[config.mk]
export PLATFORM = sky130hd
export DESIGN_NAME = axi_stream_strip_header
export DESIGN_NICKNAME = d
export VERILOG_FILES = /design/src/rtl/axi_stream_strip_header.sv
export SDC_FILE = /design/constraint.sdc
export NUM_CORES = 1
export LEC_CHECK = 0
export CAP_MARGIN = 20
export CORE_MARGIN = 2
export CORE_UTILIZATION = 45
export CTS_BUF_LIST = sky130_fd_sc_hd__clkbuf_4
export CTS_CLUSTER_DIAMETER = 40
export DETAILED_ROUTE_END_ITERATION = 16
export GPL_ROUTABILITY_DRIVEN = 0
export PLACE_DENSITY = 0.72
export SLEW_MARGIN = 20
export SYNTH_ARGS = -nofsm -noshare
export SYNTH_HDL_FRONTEND = slang
export SYNTH_SLANG_ARGS = --single-unit
[constraint.sdc]
create_clock -name clk -period 5.15 [get_ports clk]
set_clock_uncertainty 0.1 [all_clocks]
set_input_delay 1.545 -clock clk [delete_from_list [all_inputs] [get_ports clk]]
set_output_delay 1.545 -clock clk [all_outputs]
set_load 0.03 [all_outputs]
[src/rtl/axi_stream_strip_header.sv]
// Strips a 1..DATA_BYTE_WD byte header from the front of an AXI-Stream packet,
// realigns the payload onto full beats and presents the header LSB-aligned.
module axi_stream_strip_header #(
    parameter int unsigned DATA_WD      = 32,
    parameter int unsigned DATA_BYTE_WD = DATA_WD / 8,
    parameter int unsigned BYTE_CNT_WD  = $clog2(DATA_BYTE_WD)
) (
    input  logic                    clk,
    input  logic                    rst_n,
    input  logic                    valid_in,
    input  logic [DATA_WD-1:0]      data_in,
    input  logic [DATA_BYTE_WD-1:0] keep_in,
    input  logic                    last_in,
    output logic                    ready_in,
    output logic                    valid_out,
    output logic [DATA_WD-1:0]      data_out,
    output logic [DATA_BYTE_WD-1:0] keep_out,
    output logic                    last_out,
    input  logic                    ready_out,
    input  logic                    valid_strip,
    input  logic [BYTE_CNT_WD:0]    strip_len,
    output logic                    ready_strip,
    output logic                    header_valid,
    output logic [DATA_WD-1:0]      header_out,
    output logic [DATA_BYTE_WD-1:0] keep_header
);

    localparam int unsigned NW    = BYTE_CNT_WD + 1;
    localparam int unsigned SH_WD = $clog2(DATA_WD) + 1;
    localparam logic [NW-1:0]           BW_N     = NW'(DATA_BYTE_WD);
    localparam logic [DATA_BYTE_WD-1:0] KEEP_ALL = '1;

    typedef enum logic [1:0] {S_IDLE, S_FIRST, S_BODY, S_FLUSH} state_t;

    function automatic logic [NW-1:0] f_popcnt(input logic [DATA_BYTE_WD-1:0] k);
        logic [NW-1:0] c;
        c = '0;
        for (int unsigned i = 0; i < DATA_BYTE_WD; i++) begin
            c = c + NW'(k[i]);
        end
        return c;
    endfunction

    function automatic logic [DATA_BYTE_WD-1:0] f_msb_mask(input logic [NW-1:0] c);
        return ~(KEEP_ALL >> c);
    endfunction

    function automatic logic [DATA_BYTE_WD-1:0] f_lsb_mask(input logic [NW-1:0] c);
        return ~(KEEP_ALL << c);
    endfunction

    function automatic logic [DATA_WD-1:0] f_byte_expand(input logic [DATA_BYTE_WD-1:0] k);
        logic [DATA_WD-1:0] m;
        for (int unsigned i = 0; i < DATA_BYTE_WD; i++) begin
            m[i*8 +: 8] = {8{k[i]}};
        end
        return m;
    endfunction

    state_t                  r_state, w_state_nxt;
    logic [NW-1:0]           r_n, w_n_nxt;
    logic [DATA_WD-1:0]      r_res, w_res_nxt;
    logic [NW-1:0]           r_fcnt, w_fcnt_nxt;
    logic                    r_valid_out, w_vo_nxt;
    logic [DATA_WD-1:0]      r_data_out, w_do_nxt;
    logic [DATA_BYTE_WD-1:0] r_keep_out, w_ko_nxt;
    logic                    r_last_out, w_lo_nxt;
    logic                    r_header_valid, w_hv_nxt;
    logic [DATA_WD-1:0]      r_header_out, w_ho_nxt;
    logic [DATA_BYTE_WD-1:0] r_keep_header, w_kh_nxt;

    logic [DATA_WD-1:0] w_din_m;
    logic [NW-1:0]      w_k;
    logic [NW-1:0]      w_clamp;
    logic [SH_WD-1:0]   w_sh_n;
    logic [SH_WD-1:0]   w_sh_rem;
    logic [DATA_WD-1:0] w_head;
    logic [DATA_WD-1:0] w_res_new;
    logic [DATA_WD-1:0] w_body;
    logic               w_out_free;
    logic               w_acc;

    // Invalid input bytes are zeroed up front so they never reach data_out.
    assign w_din_m   = data_in & f_byte_expand(keep_in);
    assign w_k       = f_popcnt(keep_in);
    assign w_clamp   = (strip_len > BW_N) ? BW_N : strip_len;
    assign w_sh_n    = SH_WD'({r_n, 3'b000});
    assign w_sh_rem  = SH_WD'({BW_N - r_n, 3'b000});
    assign w_head    = w_din_m >> w_sh_rem;
    assign w_res_new = w_din_m << w_sh_n;
    assign w_body    = r_res | (w_din_m >> w_sh_rem);

    assign w_out_free  = !r_valid_out || ready_out;
    assign ready_strip = (r_state == S_IDLE);
    assign ready_in    = (r_state == S_FIRST) || ((r_state == S_BODY) && w_out_free);
    assign w_acc       = valid_in && ready_in;

    // Next-state, residue and output-register loading.
    always_comb begin
        w_state_nxt = r_state;
        w_n_nxt     = r_n;
        w_res_nxt   = r_res;
        w_fcnt_nxt  = r_fcnt;
        w_vo_nxt    = w_out_free ? 1'b0 : r_valid_out;
        w_do_nxt    = r_data_out;
        w_ko_nxt    = r_keep_out;
        w_lo_nxt    = r_last_out;
        w_hv_nxt    = 1'b0;
        w_ho_nxt    = r_header_out;
        w_kh_nxt    = r_keep_header;
        case (r_state)
            S_IDLE: begin
                if (valid_strip) begin
                    w_n_nxt     = w_clamp;
                    w_state_nxt = S_FIRST;
                end
            end
            S_FIRST: begin
                if (w_acc) begin
                    if (r_n != '0) begin
                        w_hv_nxt = 1'b1;
                        w_ho_nxt = w_head;
                        w_kh_nxt = f_lsb_mask(r_n);
                    end
                    w_res_nxt = w_res_new;
                    if (!last_in) begin
                        w_state_nxt = S_BODY;
                    end else if (w_k > r_n) begin
                        // Previous packet's last beat may still occupy the output register.
                        if (w_out_free) begin
                            w_vo_nxt    = 1'b1;
                            w_do_nxt    = w_res_new;
                            w_ko_nxt    = f_msb_mask(w_k - r_n);
                            w_lo_nxt    = 1'b1;
                            w_state_nxt = S_IDLE;
                        end else begin
                            w_fcnt_nxt  = w_k - r_n;
                            w_state_nxt = S_FLUSH;
                        end
                    end else begin
                        w_state_nxt = S_IDLE;
                    end
                end
            end
            S_BODY: begin
                if (w_acc) begin
                    w_vo_nxt  = 1'b1;
                    w_do_nxt  = w_body;
                    w_res_nxt = w_res_new;
                    if (!last_in) begin
                        w_ko_nxt = KEEP_ALL;
                        w_lo_nxt = 1'b0;
                    end else if (w_k <= r_n) begin
                        w_ko_nxt    = f_msb_mask(BW_N - r_n + w_k);
                        w_lo_nxt    = 1'b1;
                        w_state_nxt = S_IDLE;
                    end else begin
                        w_ko_nxt    = KEEP_ALL;
                        w_lo_nxt    = 1'b0;
                        w_fcnt_nxt  = w_k - r_n;
                        w_state_nxt = S_FLUSH;
                    end
                end
            end
            S_FLUSH: begin
                if (w_out_free) begin
                    w_vo_nxt    = 1'b1;
                    w_do_nxt    = r_res;
                    w_ko_nxt    = f_msb_mask(r_fcnt);
                    w_lo_nxt    = 1'b1;
                    w_state_nxt = S_IDLE;
                end
            end
            default: w_state_nxt = S_IDLE;
        endcase
    end

    // State and registered outputs.
    always_ff @(posedge clk or negedge rst_n) begin
        if (!rst_n) begin
            r_state        <= S_IDLE;
            r_n            <= '0;
            r_res          <= '0;
            r_fcnt         <= '0;
            r_valid_out    <= 1'b0;
            r_data_out     <= '0;
            r_keep_out     <= '0;
            r_last_out     <= 1'b0;
            r_header_valid <= 1'b0;
            r_header_out   <= '0;
            r_keep_header  <= '0;
        end else begin
            r_state        <= w_state_nxt;
            r_n            <= w_n_nxt;
            r_res          <= w_res_nxt;
            r_fcnt         <= w_fcnt_nxt;
            r_valid_out    <= w_vo_nxt;
            r_data_out     <= w_do_nxt;
            r_keep_out     <= w_ko_nxt;
            r_last_out     <= w_lo_nxt;
            r_header_valid <= w_hv_nxt;
            r_header_out   <= w_ho_nxt;
            r_keep_header  <= w_kh_nxt;
        end
    end

    assign valid_out    = r_valid_out;
    assign data_out     = r_data_out;
    assign keep_out     = r_keep_out;
    assign last_out     = r_last_out;
    assign header_valid = r_header_valid;
    assign header_out   = r_header_out;
    assign keep_header  = r_keep_header;

endmodule

==> run_summary.xml <==
<?xml version="1.0" encoding="UTF-8"?>
<metrics>
  <group name="sta">
    <metric name="final.period_utilization" unit="">0.932</metric>
    <metric name="min_tclk_post_route" unit="ns">4.80</metric>
    <metric name="worst_pin_slew" unit="ns">0.866</metric>
    <metric name="setup-tns-final" unit="ns">0</metric>
    <metric name="report.final.setup_viol" unit="">0</metric>
    <metric name="rsz0062_at_grt" unit="">false</metric>
    <metric name="slew_violations" unit="">0</metric>
    <metric name="hold_viol_final" unit="">0</metric>
    <metric name="fmax" unit="GHz">0.208</metric>
    <metric name="max_slew_margin" unit="">0.423</metric>
  </group>
  <group name="place">
    <metric name="count_of_input_and_output_buffers" unit="">121</metric>
    <metric name="dpl.hpwl" unit="mm">14.4</metric>
    <metric name="placement_cell_area" unit="mm²">0.00794</metric>
  </group>
  <group name="drt">
    <metric name="postRouteAntennaNets" unit="">0</metric>
    <metric name="dr.first_iter.drc_count" unit="">688</metric>
    <metric name="totalWireLength" unit="mm">19.6</metric>
    <metric name="remaining_drc_errors" unit="">0</metric>
    <metric name="num_vias" unit="">5962</metric>
    <metric name="vias_per_cell" unit="">6.07</metric>
    <metric name="detailedRoute.firstPassIterationCount" unit="">5</metric>
    <metric name="detail_route.wl_per_cell" unit="µm">20.0</metric>
  </group>
  <group name="setup_path">
    <metric name="worst_ep_required_time" unit="ns">3.51</metric>
    <metric name="critical_path_class" unit="">input pin to output pin</metric>
    <metric name="worstSetupEndpointType" unit="">output pin</metric>
    <metric name="r2r_start" unit="">r_n[1]$_DFFE_PN0P_</metric>
    <metric name="critical_path.endpoint" unit="">ready_in</metric>
    <metric name="reg2reg_slack" unit="ns">1.49</metric>
    <metric name="biggest_fanout_along_the_worst_timing_path" unit="">8</metric>
    <metric name="worst_r2r_endpoint" unit="">data_out[23]$_DFFE_PN0P_</metric>
    <metric name="worst-endpoint-arrival" unit="ns">3.16</metric>
    <metric name="critical_path_source" unit="">ready_out</metric>
    <metric name="cp-start-kind" unit="">input pin</metric>
    <metric name="r2r.worst_path.cells" unit="">8</metric>
  </group>
  <group name="logic_synthesis">
    <metric name="number_of_warnings_printed_during_yosys_synthesis" unit="">0</metric>
    <metric name="complex_gate_fraction_of_the_synthesized_area" unit="">0.231</metric>
    <metric name="postSynthCellCount" unit="">692</metric>
    <metric name="synth_xor_area_frac" unit="">0.00393</metric>
    <metric name="synth_mux_area_frac" unit="">0.102</metric>
    <metric name="yosys.cell_types.count" unit="">59</metric>
    <metric name="synth-simple-area-share" unit="">0.145</metric>
    <metric name="synth_async_sr_flop_share" unit="">1.00</metric>
    <metric name="main_combinational_cell_family_by_area_after_synthesis" unit="">compound AO/OA/AOI/OAI gates</metric>
    <metric name="ys_seq_elements" unit="">115</metric>
    <metric name="synth.avg_cell_area" unit="µm²">9.65</metric>
    <metric name="synth_flop_cell" unit="">dfrtp_1</metric>
    <metric name="synth_edf_count" unit="">0</metric>
    <metric name="post_synth_instance_area" unit="mm²">0.00668</metric>
    <metric name="net_count_of_the_mapped_netlist" unit="">753</metric>
    <metric name="post_synth_fa_ha_maj_area_fraction" unit="">0.0334</metric>
    <metric name="synth_sequential_area_ratio" unit="">0.431</metric>
  </group>
  <group name="clock_network">
    <metric name="cts_tree" unit="">yes</metric>
    <metric name="post_cts_hold_buffer_count" unit="">0</metric>
    <metric name="root_buffer" unit="">clkbuf_4</metric>
    <metric name="clock_insertion_delay_at_the_later_pin_of_the_skew_report" unit="ns">0.56</metric>
    <metric name="htreeDepth" unit="">4</metric>
    <metric name="cts-buffers-inserted" unit="">17</metric>
    <metric name="max-clock-path-buffers" unit="">2</metric>
    <metric name="postCtsSetupBuffers" unit="">0</metric>
    <metric name="cts.reportedPaths.clkPinSlew" unit="ns">0.09</metric>
    <metric name="cts.sinks" unit="">115</metric>
    <metric name="cts.repair.resized" unit="">0</metric>
  </group>
  <group name="pwr">
    <metric name="p_per_area" unit="mW/mm²">655</metric>
    <metric name="power.total" unit="W">0.00532</metric>
    <metric name="cellInternalPower" unit="W">0.00280</metric>
    <metric name="maximum_vdd_drop" unit="µV">437</metric>
    <metric name="switching_power" unit="W">0.00252</metric>
    <metric name="switching_share" unit="">0.474</metric>
    <metric name="power.combinational.fraction" unit="">0.624</metric>
    <metric name="total_leakage_power" unit="nW">3.48</metric>
    <metric name="power.share.clock" unit="">0.098</metric>
    <metric name="share_seq_of_total_power" unit="">0.279</metric>
  </group>
  <group name="floorplanning">
    <metric name="die_area" unit="mm²">0.0158</metric>
    <metric name="core_region_area" unit="mm²">0.0145</metric>
    <metric name="floorplan.io_pins" unit="">122</metric>
    <metric name="floorplan.die.width" unit="µm">126</metric>
    <metric name="initial_core_util" unit="">0.459</metric>
    <metric name="chipHeight" unit="µm">126</metric>
    <metric name="num_rows" unit="">44</metric>
  </group>
  <group name="finish">
    <metric name="area_growth_syn_to_layout" unit="%">21.7</metric>
    <metric name="final_nets" unit="">850</metric>
    <metric name="final_layout_size_suffix_gt1_frac" unit="">0.105</metric>
    <metric name="finalInstanceArea" unit="mm²">0.00813</metric>
    <metric name="num-fill-cells" unit="">1261</metric>
  </group>
  <group name="flow_run">
    <metric name="cap_viol_max_count" unit="">0</metric>
  </group>
  <group name="run_status">
    <metric name="run_status" unit="">complete, no violations</metric>
  </group>
  <group name="global_route">
    <metric name="grt_overflow_total" unit="">0</metric>
    <metric name="pin_count_of_the_biggest_net_entering_global_routing" unit="">75</metric>
    <metric name="globalRouteTotalUtil" unit="">0.253</metric>
    <metric name="grt_pass1_wl" unit="mm">31.3</metric>
    <metric name="first_global_vias" unit="">5720</metric>
    <metric name="antenna_found_initial" unit="">1</metric>
  </group>
  <group name="hold_path">
    <metric name="hp-class" unit="">flop to flop</metric>
    <metric name="holdPathStages" unit="">2</metric>
  </group>
</metrics>
-- cells in the final DEF, fill, tap and decap left out, drive strengths merged, types with 3 or more instances in the layout --
master / instances
buf: 15
nand3: 20
o211ai: 16
a211oi: 9
clkinv: 4
a22o: 16
inv: 12
mux4: 8
nand3b: 10
a31oi: 3
a2bb2o: 7
and2: 4
ha: 13
fa: 3
a21oi: 28
dfrtp: 115
a211o: 7
clkdlybuf4s50: 120
mux2: 36
a311oi: 7
or2: 3
clkbuf: 23
nand2: 129
a22oi: 9
and3b: 7
o21ai: 95
o2bb2ai: 7
a221o: 9
nand2b: 6
o221ai: 8
nor2: 28
-- Yosys cell counts, types with 2 or more instances --
cell / n / share of area
buf_2: 23 / 0.017
xnor2_1: 2 / 0.0026
ha_1: 13 / 0.024
mux4_2: 8 / 0.027
o221ai_1: 8 / 0.010
nand2_1: 129 / 0.073
clkbuf_1: 24 / 0.013
buf_4: 2 / 0.0022
a311oi_1: 7 / 0.0092
a221o_1: 9 / 0.013
dfrtp_1: 115 / 0.43
a211oi_1: 8 / 0.0090
nor2b_1: 2 / 0.0019
o2bb2ai_1: 7 / 0.0092
o31ai_1: 2 / 0.0022
or3_1: 2 / 0.0019
inv_2: 3 / 0.0017
a211o_1: 7 / 0.0092
inv_1: 9 / 0.0051
o21ai_0: 93 / 0.070
and3_1: 2 / 0.0019
or2_1: 2 / 0.0019
a2bb2o_1: 7 / 0.010
fa_1: 3 / 0.0090
o22a_1: 2 / 0.0026
a22oi_1: 9 / 0.010
nor2_1: 26 / 0.015
and3b_1: 7 / 0.0092
a31oi_1: 3 / 0.0028
a22o_1: 16 / 0.021
nand3b_1: 10 / 0.011
a21oi_1: 28 / 0.021
nand2b_1: 6 / 0.0056
o211ai_1: 16 / 0.018
buf_12: 3 / 0.0090
mux2_2: 2 / 0.0034
buf_1: 3 / 0.0017
nand3_1: 20 / 0.015
mux2_1: 8 / 0.013
and2_1: 2 / 0.0019
mux2_4: 26 / 0.058
-- cells by family after synthesis --
| family | after synthesis |
|---|---|
| AOI/OAI and AO/OA | 230 |
| and+or+nand+nor | 215 |
| DFF | 115 |
| buffers and inverters | 69 |
| muxes | 44 |
| adders and majority gates | 16 |
| xor gates and xnor gates | 3 |
-- flip-flops by register name, indices dropped and copies added (netlist names) --
name and flops:
data_out 32, header_out 32, r_res 32, keep_header 4, keep_out 4, r_fcnt 3, r_n 3, r_state 2
header_valid 1, last_out 1, valid_out 1
-- area by class of cell --
cell class,count,area (µm²),area share
Multi-Input combinational cell,508,3440,0.424
Sequential cell,115,2880,0.354
Timing Repair Buffer,135,1340,0.165
Tap cell,184,230,0.0283
Clock buffer,23,173,0.0212
Inverter,12,45.0,0.00554
Clock inverter,4,15.0,0.00185
Antenna cell,1,2.50,0.000308
-- through the flow --
stage	hold slack, ns	setup slack, ns	std cells	util
4_1_cts	0.389	0.357	981	0.559
6_report	0.384	0.348	982	0.559
3_3_place_gp	0.354	0.234	954	0.546
5_1_grt	0.419	0.262	982	0.559
3_5_place_dp	0.370	0.145	954	0.546
2_1_floorplan	0.350	0.743	692	-
-- power groups by stage --
stage,clock network (W),logic [W],registers (W)
6_report,0.000519,0.00332,0.00148
5_1_grt,0.000570,0.00358,0.00153
4_1_cts,0.000532,0.00330,0.00148
3_5_place_dp,0,0.00329,0.00150
3_3_place_gp,0,0.00322,0.00148
2_1_floorplan,0,0.00200,0.00184
-- critical path: stages --
cell	delay (ns)
clkdlybuf4s50_1	0.47
nand2b_1	0.27
a21oi_1	0.13
inv_1	0.08
clkdlybuf4s50_1	0.67
-- how the worst min path moves through the flow --
| stage | from | end |
|---|---|---|
| after detailed placement | r_res[14]$_DFFE_PN0P_ | r_res[14]$_DFFE_PN0P_ |
| after global routing | r_res[23]$_DFFE_PN0P_ | r_res[23]$_DFFE_PN0P_ |
| after global placement | keep_header[0]$_DFFE_PN0P_ | keep_header[0]$_DFFE_PN0P_ |
| after floorplan | r_res[10]$_DFFE_PN0P_ | r_res[10]$_DFFE_PN0P_ |
| final | header_out[12]$_DFFE_PN0P_ | header_out[12]$_DFFE_PN0P_ |
| after CTS | r_res[14]$_DFFE_PN0P_ | r_res[14]$_DFFE_PN0P_ |
-- routing by layer --
metal,global-route usage,vias up,wire length (µm)
met5,0,-,0
met2,0.375,320,8790
li1,-,2711,-
met3,0.0722,40,1840
met1,0.354,2891,8400
met4,0.0963,0,570
No activity file was read; power rests on OpenSTA's default activity.
